[src/rtl/pw_cmd_initiator_if.sv]
// pw_cmd_initiator_if: request, outbound byte, inbound byte and completion channels
// between host logic, the password-RAM command initiator and the rx/tx fifo pair.
interface pw_cmd_initiator_if #(
    parameter int unsigned DATA_WIDTH  = 8,
    parameter int unsigned BLOCK_BYTES = 64
);
    logic                                  req_valid;
    logic                                  req_ready;
    logic [7:0]                            req_cmd;
    logic [7:0]                            req_idx;
    logic [2*BLOCK_BYTES*DATA_WIDTH-1:0]   req_data;

    logic [DATA_WIDTH-1:0]                 tx_data;
    logic                                  tx_valid;
    logic                                  tx_ready;

    logic [DATA_WIDTH-1:0]                 rx_data;
    logic                                  rx_valid;
    logic                                  rx_ready;

    logic                                  rsp_valid;
    logic                                  rsp_ready;
    logic [BLOCK_BYTES*DATA_WIDTH-1:0]     rsp_data;
    logic                                  rsp_err;

    // Initiator side
    modport master (
        input  req_valid, req_cmd, req_idx, req_data,
        output req_ready,
        output tx_data, tx_valid,
        input  tx_ready,
        input  rx_data, rx_valid,
        output rx_ready,
        output rsp_valid, rsp_data, rsp_err,
        input  rsp_ready
    );

    // Host / fifo side
    modport slave (
        output req_valid, req_cmd, req_idx, req_data,
        input  req_ready,
        input  tx_data, tx_valid,
        output tx_ready,
        output rx_data, rx_valid,
        input  rx_ready,
        input  rsp_valid, rsp_data, rsp_err,
        output rsp_ready
    );
endinterface

[src/rtl/pw_cmd_initiator.sv]
// pw_cmd_initiator: host-side initiator for the password-RAM command byte protocol.
// Sends cmd, idx and (for writes) the payload on tx; for reads gathers the 64-byte
// response into one 512-bit word. Define PW_RSP_TIMEOUT_EN to abort a stalled read
// response after TIMEOUT_CYCLES idle cycles.
module pw_cmd_initiator #(
    parameter int unsigned DATA_WIDTH     = 8,
    parameter int unsigned BLOCK_BYTES    = 64,
    parameter int unsigned TIMEOUT_CYCLES = 4096
) (
    input  logic               clk,
    input  logic               rst_n,
    pw_cmd_initiator_if.master bus
);
    localparam int unsigned RspW    = BLOCK_BYTES * DATA_WIDTH;
    localparam int unsigned ReqW    = 2 * RspW;
    localparam logic [6:0]  LastOne = 7'(BLOCK_BYTES - 1);
    localparam logic [6:0]  LastTwo = 7'(2 * BLOCK_BYTES - 1);

    typedef enum logic [2:0] {StIdle, StCmd, StIdx, StData, StRsp, StDone} state_e;

    state_e          state_q;
    logic            is_read_q;
    logic [7:0]      idx_q;
    logic [ReqW-1:0] data_q;
    logic [6:0]      cnt_q;
    logic [6:0]      last_q;
    logic            req_ready_q;
    logic            tx_valid_q;
    logic [7:0]      tx_data_q;
    logic            rx_ready_q;
    logic            rsp_valid_q;
    logic [RspW-1:0] rsp_data_q;
    logic            rsp_err_q;

    logic [6:0]      cnt_inc;
    logic            cmd_legal;
    logic            tx_fire;
    logic            rx_fire;

`ifdef PW_RSP_TIMEOUT_EN
    localparam int unsigned TmoW = $clog2(TIMEOUT_CYCLES + 1);
    logic [TmoW-1:0] tmo_q;
`endif

    assign cnt_inc = cnt_q + 7'd1;
    assign tx_fire = tx_valid_q && bus.tx_ready;
    assign rx_fire = rx_ready_q && bus.rx_valid;

    assign bus.req_ready = req_ready_q;
    assign bus.tx_valid  = tx_valid_q;
    assign bus.tx_data   = tx_data_q;
    assign bus.rx_ready  = rx_ready_q;
    assign bus.rsp_valid = rsp_valid_q;
    assign bus.rsp_data  = rsp_data_q;
    assign bus.rsp_err   = rsp_err_q;

    // Decode which command bytes the responder understands
    always_comb begin
        cmd_legal = 1'b0;
        case (bus.req_cmd)
            8'h01, 8'h02, 8'h03, 8'h81, 8'h82, 8'h83: cmd_legal = 1'b1;
            default:                                  cmd_legal = 1'b0;
        endcase
    end

    // Protocol FSM; every output is registered and set up one state ahead so the
    // next byte is already on tx_data in the cycle after an accept (no bubbles)
    always_ff @(posedge clk or negedge rst_n) begin
        if (!rst_n) begin
            state_q     <= StIdle;
            is_read_q   <= 1'b0;
            idx_q       <= '0;
            data_q      <= '0;
            cnt_q       <= '0;
            last_q      <= '0;
            req_ready_q <= 1'b1;
            tx_valid_q  <= 1'b0;
            tx_data_q   <= '0;
            rx_ready_q  <= 1'b0;
            rsp_valid_q <= 1'b0;
            rsp_data_q  <= '0;
            rsp_err_q   <= 1'b0;
`ifdef PW_RSP_TIMEOUT_EN
            tmo_q       <= '0;
`endif
        end else begin
            unique case (state_q)
                StIdle: begin
                    if (bus.req_valid && req_ready_q) begin
                        is_read_q   <= bus.req_cmd[7];
                        idx_q       <= bus.req_idx;
                        data_q      <= bus.req_data;
                        cnt_q       <= '0;
                        last_q      <= (bus.req_cmd == 8'h01) ? LastTwo : LastOne;
                        rsp_data_q  <= '0;
                        req_ready_q <= 1'b0;
                        if (cmd_legal) begin
                            tx_valid_q <= 1'b1;
                            tx_data_q  <= bus.req_cmd;
                            rsp_err_q  <= 1'b0;
                            state_q    <= StCmd;
                        end else begin
                            // Illegal opcode: nothing goes on the wire, just report it
                            rsp_valid_q <= 1'b1;
                            rsp_err_q   <= 1'b1;
                            state_q     <= StDone;
                        end
                    end
                end
                StCmd: begin
                    if (tx_fire) begin
                        tx_data_q <= idx_q;
                        state_q   <= StIdx;
                    end
                end
                StIdx: begin
                    if (tx_fire) begin
                        if (is_read_q) begin
                            tx_valid_q <= 1'b0;
                            rx_ready_q <= 1'b1;
                            state_q    <= StRsp;
`ifdef PW_RSP_TIMEOUT_EN
                            tmo_q      <= '0;
`endif
                        end else begin
                            tx_data_q <= data_q[7:0];
                            state_q   <= StData;
                        end
                    end
                end
                StData: begin
                    if (tx_fire) begin
                        if (cnt_q == last_q) begin
                            tx_valid_q  <= 1'b0;
                            rsp_valid_q <= 1'b1;
                            state_q     <= StDone;
                        end else begin
                            cnt_q     <= cnt_inc;
                            tx_data_q <= data_q[{cnt_inc, 3'b000} +: 8];
                        end
                    end
                end
                StRsp: begin
                    if (rx_fire) begin
                        rsp_data_q[{cnt_q[5:0], 3'b000} +: 8] <= bus.rx_data;
`ifdef PW_RSP_TIMEOUT_EN
                        tmo_q <= '0;
`endif
                        if (cnt_q == LastOne) begin
                            rx_ready_q  <= 1'b0;
                            rsp_valid_q <= 1'b1;
                            state_q     <= StDone;
                        end else begin
                            cnt_q <= cnt_inc;
                        end
                    end
`ifdef PW_RSP_TIMEOUT_EN
                    else if (tmo_q == TmoW'(TIMEOUT_CYCLES - 1)) begin
                        // Responder went quiet: hand back what arrived, flagged
                        rx_ready_q  <= 1'b0;
                        rsp_valid_q <= 1'b1;
                        rsp_err_q   <= 1'b1;
                        state_q     <= StDone;
                    end else begin
                        tmo_q <= tmo_q + TmoW'(1);
                    end
`endif
                end
                StDone: begin
                    if (bus.rsp_ready) begin
                        rsp_valid_q <= 1'b0;
                        req_ready_q <= 1'b1;
                        state_q     <= StIdle;
                    end
                end
                default: begin
                    state_q <= StIdle;
                end
            endcase
        end
    end
endmodule

[src/flat_wrapper.sv]
// flat-port wrapper written by rule: the top's interface ports become plain ports
module pw_cmd_initiator_flat 
#(
    parameter int unsigned DATA_WIDTH     = 8,
    parameter int unsigned BLOCK_BYTES    = 64,
    parameter int unsigned TIMEOUT_CYCLES = 4096
)
  (clk, rst_n, bus_req_valid, bus_req_cmd, bus_req_idx, bus_req_data, bus_req_ready, bus_tx_data, bus_tx_valid, bus_tx_ready, bus_rx_data, bus_rx_valid, bus_rx_ready, bus_rsp_valid, bus_rsp_data, bus_rsp_err, bus_rsp_ready);
  pw_cmd_initiator_if #(.DATA_WIDTH(DATA_WIDTH), .BLOCK_BYTES(BLOCK_BYTES)) bus_i ();
  input  logic clk;
  input  logic rst_n;
  input wire logic [$bits(bus_i.req_valid)-1:0] bus_req_valid;
  input wire logic [$bits(bus_i.req_cmd)-1:0] bus_req_cmd;
  input wire logic [$bits(bus_i.req_idx)-1:0] bus_req_idx;
  input wire logic [$bits(bus_i.req_data)-1:0] bus_req_data;
  output wire logic [$bits(bus_i.req_ready)-1:0] bus_req_ready;
  output wire logic [$bits(bus_i.tx_data)-1:0] bus_tx_data;
  output wire logic [$bits(bus_i.tx_valid)-1:0] bus_tx_valid;
  input wire logic [$bits(bus_i.tx_ready)-1:0] bus_tx_ready;
  input wire logic [$bits(bus_i.rx_data)-1:0] bus_rx_data;
  input wire logic [$bits(bus_i.rx_valid)-1:0] bus_rx_valid;
  output wire logic [$bits(bus_i.rx_ready)-1:0] bus_rx_ready;
  output wire logic [$bits(bus_i.rsp_valid)-1:0] bus_rsp_valid;
  output wire logic [$bits(bus_i.rsp_data)-1:0] bus_rsp_data;
  output wire logic [$bits(bus_i.rsp_err)-1:0] bus_rsp_err;
  input wire logic [$bits(bus_i.rsp_ready)-1:0] bus_rsp_ready;
  assign bus_i.req_valid = bus_req_valid;
  assign bus_i.req_cmd = bus_req_cmd;
  assign bus_i.req_idx = bus_req_idx;
  assign bus_i.req_data = bus_req_data;
  assign bus_req_ready = bus_i.req_ready;
  assign bus_tx_data = bus_i.tx_data;
  assign bus_tx_valid = bus_i.tx_valid;
  assign bus_i.tx_ready = bus_tx_ready;
  assign bus_i.rx_data = bus_rx_data;
  assign bus_i.rx_valid = bus_rx_valid;
  assign bus_rx_ready = bus_i.rx_ready;
  assign bus_rsp_valid = bus_i.rsp_valid;
  assign bus_rsp_data = bus_i.rsp_data;
  assign bus_rsp_err = bus_i.rsp_err;
  assign bus_i.rsp_ready = bus_rsp_ready;
  pw_cmd_initiator #(.DATA_WIDTH(DATA_WIDTH), .BLOCK_BYTES(BLOCK_BYTES), .TIMEOUT_CYCLES(TIMEOUT_CYCLES)) u_core (.clk(clk), .rst_n(rst_n), .bus(bus_i));
endmodule
[config.mk]
export PLATFORM = sky130hd
export DESIGN_NAME = pw_cmd_initiator_flat
export DESIGN_NICKNAME = d
export VERILOG_FILES = /design/src/rtl/pw_cmd_initiator_if.sv /design/src/rtl/pw_cmd_initiator.sv /design/src/flat_wrapper.sv
export SDC_FILE = /design/constraint.sdc
export NUM_CORES = 2
export LEC_CHECK = 0
export CORE_AREA = 2 2 616 618
export CTS_BUF_LIST = sky130_fd_sc_hd__clkbuf_8
export CTS_CLUSTER_SIZE = 30
export DETAILED_ROUTE_END_ITERATION = 8
export DIE_AREA = 0 0 618 620
export DONT_BUFFER_PORTS = 1
export GPL_TIMING_DRIVEN = 0
export PLACE_DENSITY = 0.44
export SLEW_MARGIN = 25
export SYNTH_ARGS = -nofsm -noshare
export SYNTH_HDL_FRONTEND = slang
export SYNTH_SLANG_ARGS = --single-unit
[constraint.sdc]
create_clock -name clk -period 2.83 [get_ports clk]
set_clock_uncertainty 0.05 [all_clocks]
set_input_delay 0.849 -clock clk [delete_from_list [all_inputs] [get_ports clk]]
set_output_delay 0.849 -clock clk [all_outputs]
set_load 0.03 [all_outputs]
# Word-level counts from Yosys, hierarchy flattened
# Cells that the tools add are included.
[totals] inputBits=1054 regBits=1575 out_inout_bits=525 word_cells=121
[classes] eq_ne=27 n_addsub=2 mux=55 n_shift=3 n_reduce_logical=21
[ops] operator="2-to-1 mux 512 bit" n=2
[ops] operator="case mux 512 bit (2 select lines)" n=1
[ops] operator="variable part select 1024 x 11 -> 8 bit" n=1
[ops] operator="bitwise mux 512 bit" n=1
[ops] operator="variable shift 8 x 11 -> 512 bit (first input constant)" n=1
[ops] operator="variable part select 8 x 11 -> 512 bit" n=1
[ops] operator="2-to-1 mux 8 bit" n=7
[ops] operator="2-to-1 mux 7 bit" n=6
[ops] operator="case mux 8 bit (4 select lines)" n=1
[ops] operator="2-to-1 mux 3 bit" n=10
[ops] operator="== test 8 bit (second input constant)" n=3
[ops] operator="AND reduction 8 bit" n=3
[ops] operator="2-to-1 mux 1 bit" n=21
[ops] operator="case mux 7 bit (3 select lines)" n=1
[ops] operator="!= test 2 x 1 -> 1 bit (second input constant)" n=9
[ops] operator="case mux 3 bit (6 select lines)" n=1
[ops] operator="== test 8 x 2 -> 1 bit (second input constant)" n=2
[ops] operator="negator 9 -> 11 bit" n=1
[ops] operator="!= test 2 bit (second input constant)" n=5
[ops] operator="== test 8 x 1 -> 1 bit (second input constant)" n=1
[ops] operator="nonzero test 4 bit" n=2
[ops] operator="adder 7 x 1 -> 7 bit (second input constant)" n=1
[ops] operator="== test 7 x 6 -> 1 bit (second input constant)" n=1
[ops] operator="== test 7 bit" n=1
[ops] operator="16 further kinds" n=25

# Depth between registers and ports, before layout
[logic_depth] ltp_word=6 ltp_mapped=13 depth_no_buf=8

# Worst setup path after synthesis
# Ideal clock, no wire load.
[synth_path] path_kind="flip-flop to flip-flop" from="register u_core.cnt_q[0]" to="register u_core.tx_data_q[2], in the netlist u_core.bus.tx_data[2]" path_slack_ns=-0.287 setup_ns=0.127 path_buffers=6 t_arrival_ns=2.939 path_stages_with_launch=14 synth_period_minus_slack_ns=3.117 required_time_ns=2.653 cell_sequence="dfrtp_1 -> buf_2 -> buf_4 -> clkinv_1 -> ha_1 -> buf_2 -> buf_2 -> buf_1 -> clkbuf_1 -> mux4_2 -> nand2_1 -> nand3_1 -> a31oi_1 -> o31ai_1"
[synth_between] elab_chain_cells=5 word_cells_on_any_way=8 classes_between="add/sub: 1; eq/ne: 2; shift: 1; mux: 3; reduce/logical: 1"
[synth_lines] item="start: declaration" line_no="pw_cmd_initiator.sv:25" text="logic [6:0] cnt_q;"
[synth_lines] item="start signal: assignment" line_no="pw_cmd_initiator.sv:138" text="cnt_q <= cnt_inc;"
[synth_lines] item="start signal: assignment" line_no="pw_cmd_initiator.sv:154" text="cnt_q <= cnt_inc;"
[synth_lines] item="adder 7 x 1 -> 7 bit" line_no="pw_cmd_initiator.sv:45" text="assign cnt_inc = cnt_q + 7'd1;"
[synth_lines] item="variable part select 1024 x 11 -> 8 bit" line_no="pw_cmd_initiator.sv:139" text="tx_data_q <= data_q[{cnt_inc, 3'b000} +: 8];"
[synth_lines] item="2-to-1 mux 8 bit" line_no="pw_cmd_initiator.sv:133" text="if (cnt_q == last_q) begin"
[synth_lines] item="2-to-1 mux 8 bit" line_no="pw_cmd_initiator.sv:132" text="if (tx_fire) begin"
[synth_lines] item="case mux 8 bit (4 select lines)" line_no="pw_cmd_initiator.sv:87" text="unique case (state_q)"
[synth_lines] item="end signal: assignment" line_no="pw_cmd_initiator.sv:99" text="tx_data_q <= bus.req_cmd;"
[synth_lines] item="end signal: assignment" line_no="pw_cmd_initiator.sv:126" text="tx_data_q <= data_q[7:0];"
[synth_lines] item="end signal: assignment" line_no="pw_cmd_initiator.sv:139"
[synth_lines] item="end: declaration" line_no="pw_cmd_initiator.sv:29" text="logic [7:0] tx_data_q;"
# Several ways; a longest one is shown, not always the timed one. The select of a mux whose other input is x is not followed.
# A chain may end at the register's enable or synchronous reset.

# Worst setup path after layout
[layout_path] from="register u_core.cnt_q[0]" to="register u_core.tx_data_q[4], in the netlist u_core.bus.tx_data[4]"
# Same word-level chain as after synthesis.

==> results.toml <==
[synthesis]
seq_area_frac_synth_pct = 57.3
synth.distinct_cells = 77
netlist_instances = 7044
synthFlopType = "dfrtp_1"
async_flop_share_pct = 100
synth_area_mm2 = 0.0686
yosysWarnings = 0
ys_seq_elements = 1570
avgSynthCellArea_um2 = 9.74
synth_enable_flop_cells = 0
syn_nets = 8103

[clock_tree]
path_clk_slew_ns = 0.06
h-tree-depth = 5
cts_root_buf = "clkbuf_8"
cts_made_buffers = 298
clockBufferDepth = 4
cts_tree = "built"
insertion_delay_ns = 1.05
cts.sinks = 1570

[global_route]
grt_pass1_wl_mm = 586
grtUsageMet2_pct = 39.4
grt_max_degree = 173
grt_pass1_vias = 65000
track_usage_pct = 22.6
grt.overflow.total = 0
grt_util_met1_pct = 26.2
grt_util_met3_pct = 5.44
top_usage_layer = "met2"
antenna_found_initial = 165

[critical_path]
cp_top_family = "buffers and inverters"
critical_path_peak_fanout = 10
start_kind = "flop"
cp_common_cell = "buf_12"
cp_slowest_cell = "mux4_2"
worst_setup_path_end_kind = "flop"
worstPathCellList = "buf_6 > buf_12 > buf_12 > buf_6 > buf_12 > buf_4 > mux4_2 > mux2i_1 > a32oi_1 > a31oi_1 > o31ai_1"
slowest_delay_ns = 0.55
crit_required_ns = 3.69
critPathArrivalTime_ns = 4.43
crit_type = "flop to flop"
path_buf_inv = 6

[routing]
drt_first_pass_iters = 8
ant_nets = 0
vias = 64400
wl_per_cell_um = 32.1
drcViolationCount = 0
vias_per_cell = 4.56
drt-initial-drc-count = 5812
drt-total-wl_mm = 454

[cells_and_area]
fin_area_mm2 = 0.101
layout-drive-gt1-share_pct = 20.7
regArea_mm2 = 0.0393
multiInputGateArea_mm2 = 0.0308
nets = 9823
post-route-util_pct = 26.9
final_cell_mix = "nand2_1, dfrtp_1, dlygate4sd3_1"
layout_commonest_cell = "nand2_1"
fillers = 40000
areaGrowthSynthToFinish_pct = 47.9

[sta]
rsz0062_at_grt = "yes"
setup_viol = 730
post-route-min-period_ns = 3.58
worst_slew_pin_slew_ns = 1.05
layout_setup_ws_ns = -0.747
maxSlewViolCount = 0
hold_violations = 0
fmax_mhz = 280
max_slew_margin_pct = 30.2
fin_crit_sh_pct = 126

[power_and_ir_drop]
p_per_area_mw_per_mm2 = 474
cellLeakagePower_nw = 48.1
total_power_mw = 48.1
irDropWorstVdd_uv = 362

[place]
dp_hpwl_mm = 360
place_area_mm2 = 0.0763
place_congestion = 0.903
io_buffers = 0
dpl_worst_slack_ns = -3.43

[job]
drv_cap = 0

[floorplan]
start_util_pct = 18.2
core_mm2 = 0.377
rows = 226
die_h_um = 620
die_x_um = 618
io_pins = 1579
dieArea_mm2 = 0.383

[run_status]
status = "finished with violations"
violations = "setup timing"

[worst_hold_path]
hold_path.class = "input port to asynchronous set/reset pin"
cells in the mapped netlist, drive strengths merged, types with 3 or more instances:
| library cell | instances | share of area [%] |
|---|---|---|
| nand2 | 3600 | 20 |
| mux2 | 22 | 0.36 |
| clkinv | 4 | 0.022 |
| mux2i | 70 | 1.0 |
| nor3 | 29 | 0.32 |
| a22oi | 15 | 0.16 |
| or2 | 6 | 0.055 |
| and3 | 10 | 0.091 |
| mux4 | 251 | 8.2 |
| a22o | 151 | 1.9 |
| o32a | 3 | 0.044 |
| clkbuf | 222 | 1.2 |
| ha | 5 | 0.091 |
| or3 | 6 | 0.055 |
| dfrtp | 1569 | 57 |
| o21a | 5 | 0.055 |
| a32oi | 23 | 0.29 |
| a211oi | 13 | 0.14 |
| o31ai | 36 | 0.44 |
| a311oi | 12 | 0.15 |
| nor2b | 7 | 0.064 |
| nand3b | 3 | 0.033 |
| a32o | 42 | 0.61 |
| nand4 | 14 | 0.13 |
| a31oi | 21 | 0.19 |
| or4 | 4 | 0.049 |
| a21oi | 59 | 0.51 |
| o2bb2ai | 72 | 0.92 |
| xnor2 | 9 | 0.13 |
| nand3 | 71 | 0.52 |
| o22ai | 60 | 0.55 |
| o21ai | 226 | 1.7 |
| and2 | 11 | 0.10 |
| o32ai | 4 | 0.051 |
| inv | 63 | 0.34 |
| buf | 196 | 1.5 |
| nor4 | 4 | 0.058 |
| xor2 | 4 | 0.062 |
| nand2b | 6 | 0.055 |
| nor2 | 89 | 0.52 |
tightest hold or removal path: cells and delay by family:
kind                   cells  cell delay [ns]
buffers and inverters      4             0.74
cells by family after synthesis:
group | after synthesis | share of synthesized area (%)
fa+ha+maj | 5 | 0.0912
flops | 1570 | 57.3
mux | 343 | 9.62
compound gates | 759 | 7.93
simple gates | 3869 | 21.9
xor+xnor | 13 | 0.188
buf+inv | 485 | 3.05
per-stage QoR:
| stage | instances | hold slack (ns) | setup TNS [ns] |
|---|---|---|---|
| 2_1_floorplan | 7044 | 0.387 | 0 |
| 3_3_place_gp | 12100 | 0.403 | -5565.82 |
| 3_5_place_dp | 12100 | 0.407 | -2571.46 |
| 4_1_cts | 13800 | -0.0893 | -522.88 |
| 5_1_grt | 14100 | -0.0147 | -295.92 |
| 6_report | 14100 | 0.0315 | -152.92 |
cell type report:
type / instances / share of cell area, %
antenna: 116 / 0.286
clock buffer: 369 / 5.01
timing repair buffer: 1432 / 15.3
inverter: 67 / 0.275
clock inverter: 161 / 0.946
tap: 5016 / 6.19
sequential: 1570 / 38.7
buffer: 406 / 2.96
multi-input combinational: 4989 / 30.3
report_power, final:
part / internal (mW) / switching [mW] / total, mW
combinational: 1.09 / 1.15 / 2.24
clock: 12.4 / 11.0 / 23.4
sequential: 22.5 / 0 / 22.5
repair_timing:
action / 4_1_cts / 5_1_grt
setup buffers: 157 / 150
resized for setup: 713 / 540
hold buffers: 1051 / 12
hold endpoints to repair: 1256 / 61
gates cloned: 1 / 13
setup endpoints to repair: 1755 / 2275
pin swaps: 148 / 131
registers in the layout, indices dropped and copies added, names as in the netlist:
name and flops:
u_core.idx_q 8, u_core.bus.rx_ready 1, u_core.is_read_q 1, u_core.bus.tx_valid 1, u_core.bus.rsp_err 1, u_core.data_q 1024
u_core.cnt_q 7, u_core.bus.tx_data 8, u_core.state_q 3, u_core.last_q 2, u_core.bus.rsp_data 512, u_core.bus.req_ready 1
u_core.bus.rsp_valid 1
routing by layer:
layer | vias to the layer above | share of wire [%]
li1 | 27100 | -
met1 | 32500 | 38
met2 | 3564 | 49
met3 | 1134 | 7.5
met4 | 80 | 5.4
met5 | - | 0.13
worst paths after layout:
kind                                                 startpoint  slack (ns)                             endpoint  cells after the start
worst max register to register      u_core.cnt_q[0]$_DFFE_PN0P_       -0.75    u_core.bus.tx_data[4]$_DFFE_PN0P_                     11
worst min-delay path                                      rst_n        0.03  u_core.bus.rsp_data[50]$_DFFE_PN0P_                      4
min in group clk                                  bus_rsp_ready        0.25     u_core.bus.rsp_valid$_DFFE_PN0P_                      3
max in group asynchronous                                 rst_n       -0.11       u_core.data_q[923]$_DFFE_PN0P_                      7
worst max-delay path                u_core.cnt_q[0]$_DFFE_PN0P_       -0.75    u_core.bus.tx_data[4]$_DFFE_PN0P_                     11
worst min register to register  u_core.data_q[1019]$_DFFE_PN0P_        0.42      u_core.data_q[1019]$_DFFE_PN0P_                      2
(Power assumes the default switching activity.)
